## config.mk

```make
export PLATFORM = sky130hd
export DESIGN_NAME = dsp_mac_slice
export DESIGN_NICKNAME = d
export VERILOG_FILES = /design/src/rtl/dsp_mac_slice.sv
export SDC_FILE = /design/constraint.sdc
export NUM_CORES = 1
export LEC_CHECK = 0
export ABC_CLOCK_PERIOD_IN_PS = 4100
export CORE_AREA = 2 2 336 172
export CTS_CLUSTER_SIZE = 8
export DETAILED_ROUTE_END_ITERATION = 10
export DIE_AREA = 0 0 338 174
export HOLD_SLACK_MARGIN = 0.06
export PLACE_DENSITY = 0.76
export SETUP_SLACK_MARGIN = 0.1
export SLEW_MARGIN = 30
export SYNTH_ARGS = -nofsm -noshare
export SYNTH_HDL_FRONTEND = slang
export SYNTH_SLANG_ARGS = --single-unit
```

## constraint.sdc

```tcl
create_clock -name i_clk -period 4.1 [get_ports i_clk]
set_input_delay 0.82 -clock i_clk [delete_from_list [all_inputs] [get_ports i_clk]]
set_output_delay 0.82 -clock i_clk [all_outputs]
set_load 0.02 [all_outputs]
```

## src/rtl/dsp_mac_slice.sv

```systemverilog
// Parametrised multiply-accumulate slice: a pipelined A*B product feeds a
// framed accumulator with optional saturation and a sticky overflow flag.
module dsp_mac_slice #(
    parameter int A_WIDTH     = 18,
    parameter int B_WIDTH     = 18,
    parameter int P_WIDTH     = 48,
    parameter int PIPE_STAGES = 2,
    parameter bit SIGNED      = 1'b1,
    parameter bit SATURATE    = 1'b0
) (
    input  logic               i_clk,
    input  logic               i_rst_n,
    input  logic               i_ce,
    input  logic               i_in_valid,
    input  logic [A_WIDTH-1:0] i_a,
    input  logic [B_WIDTH-1:0] i_b,
    input  logic [P_WIDTH-1:0] i_c,
    input  logic               i_acc_clr,
    input  logic               i_acc_last,
    input  logic               i_sub,
    output logic [P_WIDTH-1:0] o_p,
    output logic               o_p_valid,
    output logic               o_ovf,
    output logic               o_busy
);
    localparam int M_WIDTH = A_WIDTH + B_WIDTH;
    localparam int L       = PIPE_STAGES;

    if (P_WIDTH < M_WIDTH + 1) begin : g_bad_pwidth
        $error("dsp_mac_slice: P_WIDTH must be >= A_WIDTH+B_WIDTH+1");
    end
    if (PIPE_STAGES < 1 || PIPE_STAGES > 4) begin : g_bad_stages
        $error("dsp_mac_slice: PIPE_STAGES must be in 1..4");
    end

    // Operands extended to the full product width; the low M_WIDTH bits of
    // the product are exact for both signed and unsigned operands.
    logic [M_WIDTH-1:0] w_a_m, w_b_m, w_mul;
    logic [P_WIDTH-1:0] w_prod;

    assign w_a_m  = {{(M_WIDTH-A_WIDTH){SIGNED & i_a[A_WIDTH-1]}}, i_a};
    assign w_b_m  = {{(M_WIDTH-B_WIDTH){SIGNED & i_b[B_WIDTH-1]}}, i_b};
    assign w_mul  = w_a_m * w_b_m;
    assign w_prod = {{(P_WIDTH-M_WIDTH){SIGNED & w_mul[M_WIDTH-1]}}, w_mul};

    logic [L:1]              r_vld, r_clr, r_last, r_sub;
    logic [L:1][P_WIDTH-1:0] r_prod, r_c;
    logic [P_WIDTH-1:0]      r_acc, r_p;
    logic                    r_sticky, r_ovf, r_pv, r_open;

    logic [P_WIDTH-1:0] w_base, w_opnd, w_res, w_sat, w_acc_nxt;
    logic [P_WIDTH:0]   w_sum;
    logic               w_ovf_s, w_ovf_u, w_ovf, w_sticky_nxt;

    // Subtract is done as base + ~prod + 1 so one adder serves both.
    assign w_base  = r_clr[L] ? r_c[L] : r_acc;
    assign w_opnd  = r_sub[L] ? ~r_prod[L] : r_prod[L];
    assign w_sum   = {1'b0, w_base} + {1'b0, w_opnd} + (P_WIDTH+1)'(r_sub[L]);
    assign w_res   = w_sum[P_WIDTH-1:0];
    assign w_ovf_s = (w_base[P_WIDTH-1] == w_opnd[P_WIDTH-1]) &&
                     (w_res[P_WIDTH-1] != w_base[P_WIDTH-1]);
    assign w_ovf_u = w_sum[P_WIDTH] ^ r_sub[L];
    assign w_ovf   = SIGNED ? w_ovf_s : w_ovf_u;

    assign w_sat = SIGNED ?
                   (w_base[P_WIDTH-1] ? {1'b1, {(P_WIDTH-1){1'b0}}} : {1'b0, {(P_WIDTH-1){1'b1}}}) :
                   (r_sub[L] ? {P_WIDTH{1'b0}} : {P_WIDTH{1'b1}});
    assign w_acc_nxt    = (SATURATE && w_ovf) ? w_sat : w_res;
    assign w_sticky_nxt = (r_clr[L] ? 1'b0 : r_sticky) | w_ovf;

    always_ff @(posedge i_clk or negedge i_rst_n) begin
        if (!i_rst_n) begin
            r_vld    <= '0;
            r_clr    <= '0;
            r_last   <= '0;
            r_sub    <= '0;
            r_prod   <= '0;
            r_c      <= '0;
            r_acc    <= '0;
            r_sticky <= 1'b0;
            r_p      <= '0;
            r_ovf    <= 1'b0;
            r_pv     <= 1'b0;
            r_open   <= 1'b0;
        end else if (i_ce) begin
            r_vld[1]  <= i_in_valid;
            r_clr[1]  <= i_in_valid & i_acc_clr;
            r_last[1] <= i_in_valid & i_acc_last;
            r_sub[1]  <= i_in_valid & i_sub;
            r_prod[1] <= w_prod;
            r_c[1]    <= i_c;
            for (int i = 2; i <= L; i++) begin
                r_vld[i]  <= r_vld[i-1];
                r_clr[i]  <= r_clr[i-1];
                r_last[i] <= r_last[i-1];
                r_sub[i]  <= r_sub[i-1];
                r_prod[i] <= r_prod[i-1];
                r_c[i]    <= r_c[i-1];
            end

            if (i_in_valid) begin
                if (i_acc_last)
                    r_open <= 1'b0;
                else if (i_acc_clr)
                    r_open <= 1'b1;
            end

            // r_pv only drops on a CE=1 edge, so a pulse stalled by CE=0 is
            // still emitted once when CE returns.
            r_pv <= 1'b0;
            if (r_vld[L]) begin
                r_acc    <= w_acc_nxt;
                r_sticky <= w_sticky_nxt;
                if (r_last[L]) begin
                    r_p   <= w_acc_nxt;
                    r_ovf <= w_sticky_nxt;
                    r_pv  <= 1'b1;
                end
            end
        end
    end

    assign o_p       = r_p;
    assign o_ovf     = r_ovf;
    assign o_p_valid = r_pv & i_ce;
    assign o_busy    = (|r_vld) | r_open;
endmodule

```

# ---- After elaboration in Yosys (flattened, before gate mapping)
# Index checks and enable logic that the tools add are counted.
dict set report classes {
  addsub 2
  mul 1
  n_eq_ne 2
  mux 7
  bitwise 7
  reduce_logical 6
}
# operator count
set op_table {}
lappend op_table {{$mux W48} 2}
lappend op_table {{$add A48 B1 Y48} 1}
lappend op_table {{$add A48 B48 Y48} 1}
lappend op_table {{$not A48 Y48} 1}
lappend op_table {{$mul A18 B18 Y36} 1}
lappend op_table {{$reduce_and A3 Y1} 2}
lappend op_table {{$mux W1} 5}
lappend op_table {{$and A1 B1 Y1} 4}
lappend op_table {{$or A1 B1 Y1} 2}
lappend op_table {{$reduce_and A2 Y1} 1}
lappend op_table {{$reduce_bool A2 Y1} 1}
lappend op_table {{$reduce_or A2 Y1} 1}
lappend op_table {{$eq A1 B1 Y1} 1}
lappend op_table {{$logic_and A1 B1 Y1} 1}
lappend op_table {{$ne A1 B1 Y1} 1}
dict set report totals {
  ff_bits 276
  input_bits 91
  output_inout_bits 51
  word_cells 39
}

# ---- Longest topological paths before layout
# Gate-level depths: netlist of the first run.
dict set report logic_depth {
  word_depth 7
  ltp_mapped 26
  depth_no_buf 24
}

# ---- Least setup slack after synthesis of the first run
# No wires, ideal clock.
dict set report synth_timing {
  kind {input -> register}
  startpoint {in i_b[9]}
  endpoint {reg r_prod[25] in the netlist's numbering}
  setup_ns 0.127
  arrival_time_ns 6.739
  required_ns 3.973
  slack_ns -2.766
  cell_stages 23
  path_buffers 2
  cell_sequence {clkbuf_1 clkbuf_1 nand2_1 fa_1 inv_1 fa_1 inv_1 fa_1 inv_1 fa_1 fa_1 inv_1 fa_1 inv_1 ha_1 a21oi_1 o21ai_0 a21o_1 a221o_1 a311o_1 a2111oi_2 or4_1 nand3_1}
}
dict set report synth_between {
  elab_chain_cells 1
}
# element line
set synth_lines {}
lappend synth_lines {{from (decl)} 16} ;# input logic [B_WIDTH-1:0] i_b,
lappend synth_lines {{$mul A18 B18 Y36} 43} ;# assign w_mul = w_a_m * w_b_m;
lappend synth_lines {{to (signal, indexed assignment)} 97} ;# r_prod[i] <= r_prod[i-1];
lappend synth_lines {{to (decl)} 47} ;# logic [L:1][P_WIDTH-1:0] r_prod, r_c;
# Every way passes these cells.
# A chain may end at the register's enable or synchronous reset.

# ---- Worst setup path in the final report of the first run
dict set report layout_timing {
  startpoint {in i_b[7]}
  endpoint {reg r_prod[27] in the netlist's numbering}
}
# Same word-level chain as after synthesis.

==> metrics, run 1 <==
status complete, but fails checks; violated checks negative setup slack; GR peak layer met1; Max-cap violations 0; worst hold path class input port to async pin; grt total ovfl 0; largest net degree at the start of global routing 98; IO Count approximately 140; final count of negative-setup-slack endpoints 30; Iter 0 DRT Violations 1382; post-synthesis sequential area ratio 0.266; met3 Track Usage GR 0.0514; synthesized area per cell between 10 and 15 um^2; commonest non-fill, non-tap cells in the layout inv_1 (332), fa_1 (303), nand2_1 (281), dfrtp_1 (274), buf_4 (234); Worst slew margin 0.445; most common cell after layout, fill and taps aside inv_1; TNS Setup -46.12 ns; ratio of final minimum period to clock period 1.50; Slew Limit Fails 0; die area approximately 59000 um^2; required time worst endpoint 4.49 ns; dpl hpwl 53.8 mm; CORE AREA 56200 um^2; Cells after DPL 3628; vias in the first global route 21500; global-route wire length before repair ~120 mm; Reg2Reg Setup Slack between 0.15 and 0.2 ns; Rows 62; DR vias slightly above 20000; Synth top area share 0.266; fin crit period 6.15 ns; worst-path maximum fanout 5; Root Driver clkbuf_16; CTS buffer count 40; synthesized netlist cell count 2597; ranking of synthesized cells by area dfrtp_1 (27%), fa_1 (25%), mux2_2 (9.0%), ha_1 (6.7%), inv_1 (5.6%); vias per inst around 5.4; Worst Path Buf+Inv 6; Slew @ Worst Pin around 0.83 ns; area grow syn2layout 28.5%; DIE HEIGHT 174 um; grt met1 use 0.381; ys async rst share 1.00; maximum clock path buffer count 3; Layout Nets 3555; Sink Count approximately 280; post-route ant nets 0; Worst EP arrival 6.55 ns; Initial Utilization 0.462; Routed WL ~71 mm; maximum clock frequency around 160 MHz; Synth warnings 0; Crit path max-delay family adder cells; synth unique cells between 60 and 70; critical path cell sequence buf_8 > buf_12 > and2_4 > fa_1 > inv_1 > fa_1 > fa_2 > inv_2 > fa_1 > fa_1 > inv_2 > fa_1 > inv_2 > ha_4 > a21oi_4 > o21ai_2 > a21o_1 > a221o_1 > a311o_1 > a2111oi_4 > or4_1 > nand3_1; hold_ws approximately 0.23 ns; gr usage total 0.247; routed len/inst 18.8 um; area leader, netlist dfrtp_1; Synthesized Nets 3157; Worst Clk Skew ~0.021 ns; CTS Hold Bufs 0; EDFF count, synth 0; routability cong. 0.941; R2R Path Start r_clr[2]; Final Non-Filler Cells ~3800; register clock-pin slew on the reported worst setup and hold paths 0.05 ns; Mapped Area 26000 um^2; Crit path top cell by count fa_1; initial antenna violation count 1; DRC 0; CP max stage delay 0.55 ns; TritonCTS clock tree built; crit path launch type input port; RSZ-0062 raised after global routing yes; IO buf count 141; #FFs+latches synth 276; final hold vios 0; # H-tree levels 2; grt met2 use 0.368; Main synth FF type dfrtp_1; CP max-delay cell fa_2; WS Path Type input port to flip-flop; final worst slack -2.05 ns; worst skew pair latency 0.53 ns; nature of the critical path endpoint flip-flop; DR pass1 iterations 5; chip width 338 um; Critical path origin i_b[7]; share of cells above drive strength 1 0.291
## synth_stat cells (7+ instances only)
cell,n
xnor2_1,44
o21bai_1,21
and2_1,172
o21ai_0,129
nand3_1,27
and3_1,10
a211oi_1,11
a31oi_1,11
o31ai_1,11
buf_1,7
inv_1,385
fa_1,330
nor3_1,14
o211ai_1,10
xor2_1,65
clkbuf_1,111
nand4_1,19
o21a_1,11
or3_1,8
ha_1,139
mux2i_1,11
mux2_2,207
a21boi_0,7
a21oi_1,84
a21o_1,32
nor3b_1,8
nand2b_1,15
nand2_1,303
nor2_1,57
dfrtp_1,276
## per-stage QoR
step	cell area [um^2]	worst slack [ns]	util
2_1_floorplan	26600	-2.19	-
3_3_place_gp	30300	-2.95	0.538
3_5_place_dp	30300	-3.02	0.538
4_1_cts	32600	-2.09	0.580
5_1_grt	33400	-2.21	0.594
6_report	33400	-2.05	0.594
## worst paths after layout
kind	endpoint	cells past startpoint
min in group i_clk	r_pv	1
min	r_c[56]	1
max in group asynchronous	r_c[28]	2
max	r_prod[27]	22
min reg2reg	r_pv	1
max reg2reg	o_p[44]	13
## per-layer routing
metal / wire, um / share of wire / vias up
li1: - / - / 9123
met3: 5330 / 0.075 / 69
met4: 660 / 0.0093 / 0
met5: 0 / 0 / -
met1: 33600 / 0.47 / 10400
met2: 31200 / 0.44 / 615
## state kept, by name, indices dropped and copies added (netlist names)
signal    flops
r_last        2
r_sticky      1
r_vld         2
r_sub         2
o_ovf         1
r_clr         2
r_prod       72
o_p          48
r_pv          1
r_c          96
r_acc        48
r_open        1
## cells by family (layout without fill, tap and decap cells)
logic type	after synthesis	after routing	share of synthesized area
compound gates	362	362	0.0860
xor+xnor	109	109	0.0367
fa+ha+maj	469	469	0.321
buf+inv	504	904	0.0728
flops	276	276	0.266
mux	218	218	0.0939
other cells	0	1	0
simple gates	659	659	0.124
## final cells by class
class | count | area, um^2
Timing Repair Buffer | 475 | 4600
Tap cell | 768 | 961
Sequential cell | 276 | 6910
Clock buffer | 43 | 1030
Clock inverter | 1 | 30.0
Multi-Input combinational cell | 1817 | 18400
Inverter | 385 | 1450
Fill cell | 4514 | 22900
Antenna cell | 1 | 2.50
## repair_timing
action,4_1_cts,5_1_grt
gates resized for setup,319,163
setup buffers,62,36
hold endpoints to repair,0,0
gates cloned,5,1
pin swaps,131,104
setup endpoints to repair,39,59
Power of run 1 is left out: the tool's default activity adds up to more than one toggle a clock period on the data nets, which glitch-free logic cannot reach.
==> run 2: changes to the inputs <==
- REMOVE_ABC_BUFFERS: unset -> 1
==> run 2 against run 1 <==
Hold slack better by 0.12 ns. Non-clock buffer count up 9. Worst setup slack lost 0.083 ns. First-iteration DRC count up 29%. The flow still finishes with violations (negative setup slack).
==> metrics, run 2 (synthesis results as in run 1) <==
Max-cap violations 0 (unchanged); CORE AREA 56200 um^2 (unchanged); Critical path origin i_a[5]; crit path launch type input port; violated checks negative setup slack; Worst Clk Skew 0.0235 ns (+0.00240 ns); R2R depth 12 (-1); WS Path Type input port to flip-flop; Root Driver clkbuf_16; Final Core Density 0.599 (+0.00552); status complete, but fails checks; most common cell after layout, fill and taps aside inv_1; Layout Nets 3564 (+0.25%); IO Count 142 (unchanged); Sink Count 276 (unchanged); vias in the first global route 22000 (+2.3%); nature of the critical path endpoint flip-flop; die area 58800 um^2 (unchanged); worst skew pair latency 0.53 ns (about the same); share of cells above drive strength 1 0.304 (+0.0129); routed len/inst 20.9 um (+11%); TritonCTS clock tree built; Setup crit end r_prod[27]; post-route ant nets 0 (unchanged); R2R Path Start r_clr[2]; DR vias 20600 (+2.1%); Worst slew margin 0.444 (-0.000716); Iter 0 DRT Violations 1789 (+29%); gr usage total 0.269 (+0.0220); Largest regs r_c: 96 flops, r_prod: 72 flops; Initial Utilization 0.462 (unchanged); flip-flop count of the largest register after layout 96 (unchanged); Biggest register r_c; CTS buffer count 40 (unchanged); register clock-pin slew on the reported worst setup and hold paths 0.06 ns (about the same); fin crit period 6.24 ns (+0.0829 ns); routability cong. 0.970 (+3.1%); Reg-to-Reg End o_p[33]; Final Non-Filler Cells 3777 (+0.29%); worst hold path class input port to async pin; # H-tree levels 2 (unchanged); dpl hpwl 57.4 mm (+6.6%); chip width 338 um (unchanged); DR pass1 iterations 5 (unchanged); IO buf count 141 (unchanged); ratio of final minimum period to clock period 1.52 (+0.0202); required time worst endpoint 4.50 ns (about the same); area grow syn2layout 29.7%; DIE HEIGHT 174 um (unchanged); final hold vios 0 (unchanged); Worst EP arrival 6.64 ns (+0.09 ns); vias per inst 5.46 (+1.8%); final count of negative-setup-slack endpoints 30 (unchanged); Slew @ Worst Pin 0.834 ns (+0.00107 ns); initial antenna violation count 1 (unchanged); CTS Hold Bufs 0 (unchanged); final worst slack -2.14 ns (-0.0829 ns); global-route wire length before repair 123 mm (+6.4%); Reg2Reg Setup Slack 0.18 ns (about the same); Cells after DPL 3619 (-0.25%); commonest non-fill, non-tap cells in the layout inv_1 (322), nand2_1 (287), fa_1 (283), dfrtp_1 (274), buf_4 (226); Rows 62 (unchanged); Slew Limit Fails 0 (unchanged); Fillers 4367 (-3.3%); largest net degree at the start of global routing 134 (+37%); RSZ-0062 raised after global routing yes; maximum clock path buffer count 3 (unchanged); maximum clock frequency 160 MHz (-1.3%); DRC 0 (unchanged); worst-path maximum fanout 4 (-1); grt total ovfl 0 (unchanged); Routed WL 79.0 mm (+12%)
## run 2: cell type report
| type | count | area, um^2 | share of cell area |
|---|---|---|---|
| Antenna cell | 1 | 2.50 | 0.0000743 |
| Clock buffer | 43 | 1030 | 0.0307 |
| Clock inverter | 3 | 47.5 | 0.00141 |
| Inverter | 385 | 1450 | 0.0431 |
| Multi-Input combinational cell | 1817 | 18400 | 0.546 |
| Sequential cell | 276 | 6910 | 0.205 |
| Tap cell | 768 | 961 | 0.0285 |
| Timing Repair Buffer | 484 | 4880 | 0.145 |
## run 2: critical path: stages
cell,delay [ns]
buf_8,0.10
buf_6,0.12
buf_6,0.13
buf_6,0.11
and2_4,0.13
fa_1,0.55
inv_2,0.06
fa_2,0.55
inv_2,0.05
ha_4,0.23
ha_1,0.31
fa_1,0.59
inv_2,0.05
fa_1,0.53
inv_2,0.05
ha_4,0.24
o21a_1,0.10
o21a_1,0.20
o21ai_2,0.20
a31oi_4,0.07
a221o_1,0.40
a311o_1,0.37
a2111oi_4,0.43
or4_1,0.18
nand3_2,0.06
## run 2: worst min-delay path by stage
stage / start / end / slack (ns)
final: i_rst_n / r_c[4] / 0.35
after global routing: i_rst_n / r_c[5] / 0.40
after CTS: i_rst_n / r_c[5] / 0.38
after detailed placement: r_acc[39] / r_acc[39] / 0.47
after global placement: r_acc[1] / r_acc[1] / 0.46
after floorplan: r_acc[1] / r_acc[1] / 0.44
## run 2: repair_timing
item                       4_1_cts  5_1_grt
pin swaps                      137      152
setup endpoints to repair       48       70
gates cloned                     9        0
hold endpoints to repair         0        0
buffers inserted                84       29
gates resized for setup        404      208
## run 2: per-layer routing
layer	up-vias	part of all wire	GRT usage
met4	0	0.014	0.0424
met5	-	0	0
met2	853	0.43	0.389
met1	10500	0.46	0.400
li1	9161	-	-
met3	109	0.10	0.0875
## run 2: stage by stage
stage	setup TNS, ns	hold slack [ns]	setup slack (ns)	cell area (um^2)
6_report	-46.75	0.348	-2.14	33700
4_1_cts	-44.06	0.380	-2.06	32800
3_5_place_dp	-78.94	0.467	-3.31	30000
5_1_grt	-50.11	0.402	-2.23	33700
3_3_place_gp	-76.18	0.456	-3.26	30000
2_1_floorplan	-46.11	0.442	-2.28	25500
Power of run 2 is left out for the same reason.
==> run 3: changes to the inputs <==
- ABC_CLOCK_PERIOD_IN_PS: 4100 -> 5600
- PLACE_DENSITY: 0.76 -> 0.78
- clock period: 4.1 -> 5.6 ns (I/O delays scaled with it)
==> run 3 against run 2 <==
The flow still finishes with violations (negative setup slack). Hold slack better by 0.13 ns. Register-to-register slack better by 1.0 ns. Critical endpoint is now r_prod[32]. Wire length down 1.9%. Highest routed layer unchanged. Clock skew down 0.0075 ns.
==> metrics, run 3 (synthesis results as in run 1) <==
status complete, but fails checks; violated checks negative setup slack; Iter 0 DRT Violations 1967 (+9.9%); DRC 0 (unchanged); share of cells above drive strength 1 0.289 (-0.0152); WS Path Type input port to flip-flop; TNS Setup -14.07 ns (+32.68 ns); R2R depth 12 (unchanged); RSZ-0062 raised after global routing yes; Rows 62 (unchanged); initial antenna violation count 1 (unchanged); die area 58800 um^2 (unchanged); commonest non-fill, non-tap cells in the layout inv_1 (324), fa_1 (291), nand2_1 (289), dfrtp_1 (274), buf_4 (210); global-route wire length before repair 118 mm (-3.5%); Largest regs r_c: 96 flops, r_prod: 72 flops; worst skew pair latency 0.52 ns (about the same); final hold vios 0 (unchanged); Worst EP arrival 6.95 ns (+0.31 ns); Max-cap violations 0 (unchanged); final count of negative-setup-slack endpoints 22 (-27%); Reg2Reg Setup Slack 1.22 ns (+1.04 ns); Reg-to-Reg End o_p[37]; fin crit period 6.57 ns; area grow syn2layout 28.3%; Slew @ Worst Pin 0.883 ns (+0.0491 ns); Hold EP r_acc[38]; Hold Path Origin r_acc[38]; post-route ant nets 0 (unchanged); routed len/inst 20.6 um (-1.4%); maximum clock path buffer count 3 (unchanged); routability cong. 0.957 (-1.3%); # H-tree levels 2 (unchanged); Routed WL 77.5 mm (-1.9%); flip-flop count of the largest register after layout 96 (unchanged); Sink Count 276 (unchanged); IO Count 142 (unchanged); IO buf count 141 (unchanged); most common cell after layout, fill and taps aside inv_1; gr usage total 0.257 (-0.0119); Biggest register r_c; final worst slack -0.965 ns (+1.17 ns); vias in the first global route 21400 (-2.7%); Worst Clk Skew 0.0160 ns (-0.00749 ns); Initial Utilization 0.462 (unchanged); maximum clock frequency 152 MHz; nature of the critical path endpoint flip-flop; DR pass1 iterations 7 (+2); R2R Path Start r_clr[2]; Root Driver clkbuf_16; grt total ovfl 0 (unchanged); vias per inst 5.52 (+1.2%); Fillers 4232 (-3.1%); ratio of final minimum period to clock period 1.17; largest net degree at the start of global routing 101 (-25%); DIE HEIGHT 174 um (unchanged); required time worst endpoint 5.98 ns (+1.48 ns); hold depth 2; CTS buffer count 40 (unchanged); register clock-pin slew on the reported worst setup and hold paths 0.05 ns (about the same); CORE AREA 56200 um^2 (unchanged); Slew Limit Fails 0 (unchanged); DR vias 20700 (+0.63%); worst hold path class flip-flop to flip-flop; chip width 338 um (unchanged); TritonCTS clock tree built; worst-path maximum fanout 5 (+1); Worst slew margin 0.412 (-0.0328); crit path launch type input port; dpl hpwl 52.3 mm (-8.8%); Layout Nets 3544 (-0.56%)
==> run 3: cell types whose count changed in the layout (fill, tap and decap cells not counted), sizes merged <==
cell           change
buf               -14
clkbuf             -5
inv                -3
bufbuf             -2
clkdlybuf4s15      +2
clkinvlp           +1
dlygate4sd2        -1
==> run 3: critical path, stage by stage <==
cell,delay [ns]
buf_8,0.08
clkinvlp_4,0.20
buf_6,0.19
buf_6,0.11
buf_4,0.16
nor2_1,0.22
fa_1,0.51
fa_1,0.50
fa_1,0.57
fa_1,0.44
fa_1,0.49
inv_1,0.05
fa_1,0.52
inv_2,0.05
ha_4,0.26
o21a_1,0.13
nor2_2,0.05
a21oi_2,0.17
a21oi_1,0.07
buf_4,0.16
a211oi_4,0.29
buf_4,0.18
nor3_4,0.04
xnor2_1,0.12
mux2_4,0.26
==> run 3: worst max-delay path by stage <==
| stage | endpoint | slack (ns) | start | cells after the start |
|---|---|---|---|---|
| after detailed placement | r_prod[27] | -2.02 | i_a[9] | 21 |
| after floorplan | r_prod[31] | -1.08 | i_a[17] | 23 |
| after CTS | r_prod[28] | -0.71 | i_b[17] | 22 |
| final | r_prod[32] | -0.97 | i_b[17] | 25 |
| after global placement | r_prod[27] | -1.83 | i_a[9] | 21 |
| after global routing | r_prod[32] | -1.08 | i_b[17] | 25 |
==> run 3: area by class of cell <==
cell class / instances / area, um^2 / area share
Antenna cell: 1 / 2.50 / 0.0000750
Clock buffer: 43 / 1030 / 0.0310
Clock inverter: 1 / 30.0 / 0.000901
Inverter: 385 / 1450 / 0.0436
Multi-Input combinational cell: 1817 / 18200 / 0.547
Sequential cell: 276 / 6910 / 0.207
Tap cell: 768 / 961 / 0.0288
Timing Repair Buffer: 464 / 4710 / 0.141
==> run 3: stage by stage <==
stage          setup WS (ns)  area, um^2  std cells  utilization  hold WS, ns
6_report              -0.965       33300       3755        0.593        0.474
4_1_cts               -0.712       32500       3723        0.578        0.477
2_1_floorplan          -1.08       25500       2478            -        0.442
3_5_place_dp           -2.02       29700       3600        0.528        0.466
5_1_grt                -1.08       33300       3754        0.593        0.496
3_3_place_gp           -1.83       29700       3600        0.528        0.456
==> run 3: repair_timing <==
action | 4_1_cts | 5_1_grt
gates cloned | 12 | 1
resized for setup | 398 | 185
hold buffers | 0 | 0
pin swaps | 165 | 136
setup buffers | 68 | 35
setup endpoints to repair | 27 | 26
==> run 3: routing by layer <==
layer / routed length (um) / global-route usage
met5: 0 / 0.0115
met4: 2290 / 0.0528
met3: 9510 / 0.0945
met2: 32300 / 0.362
met1: 33300 / 0.378
Power of run 3 is left out for the same reason.
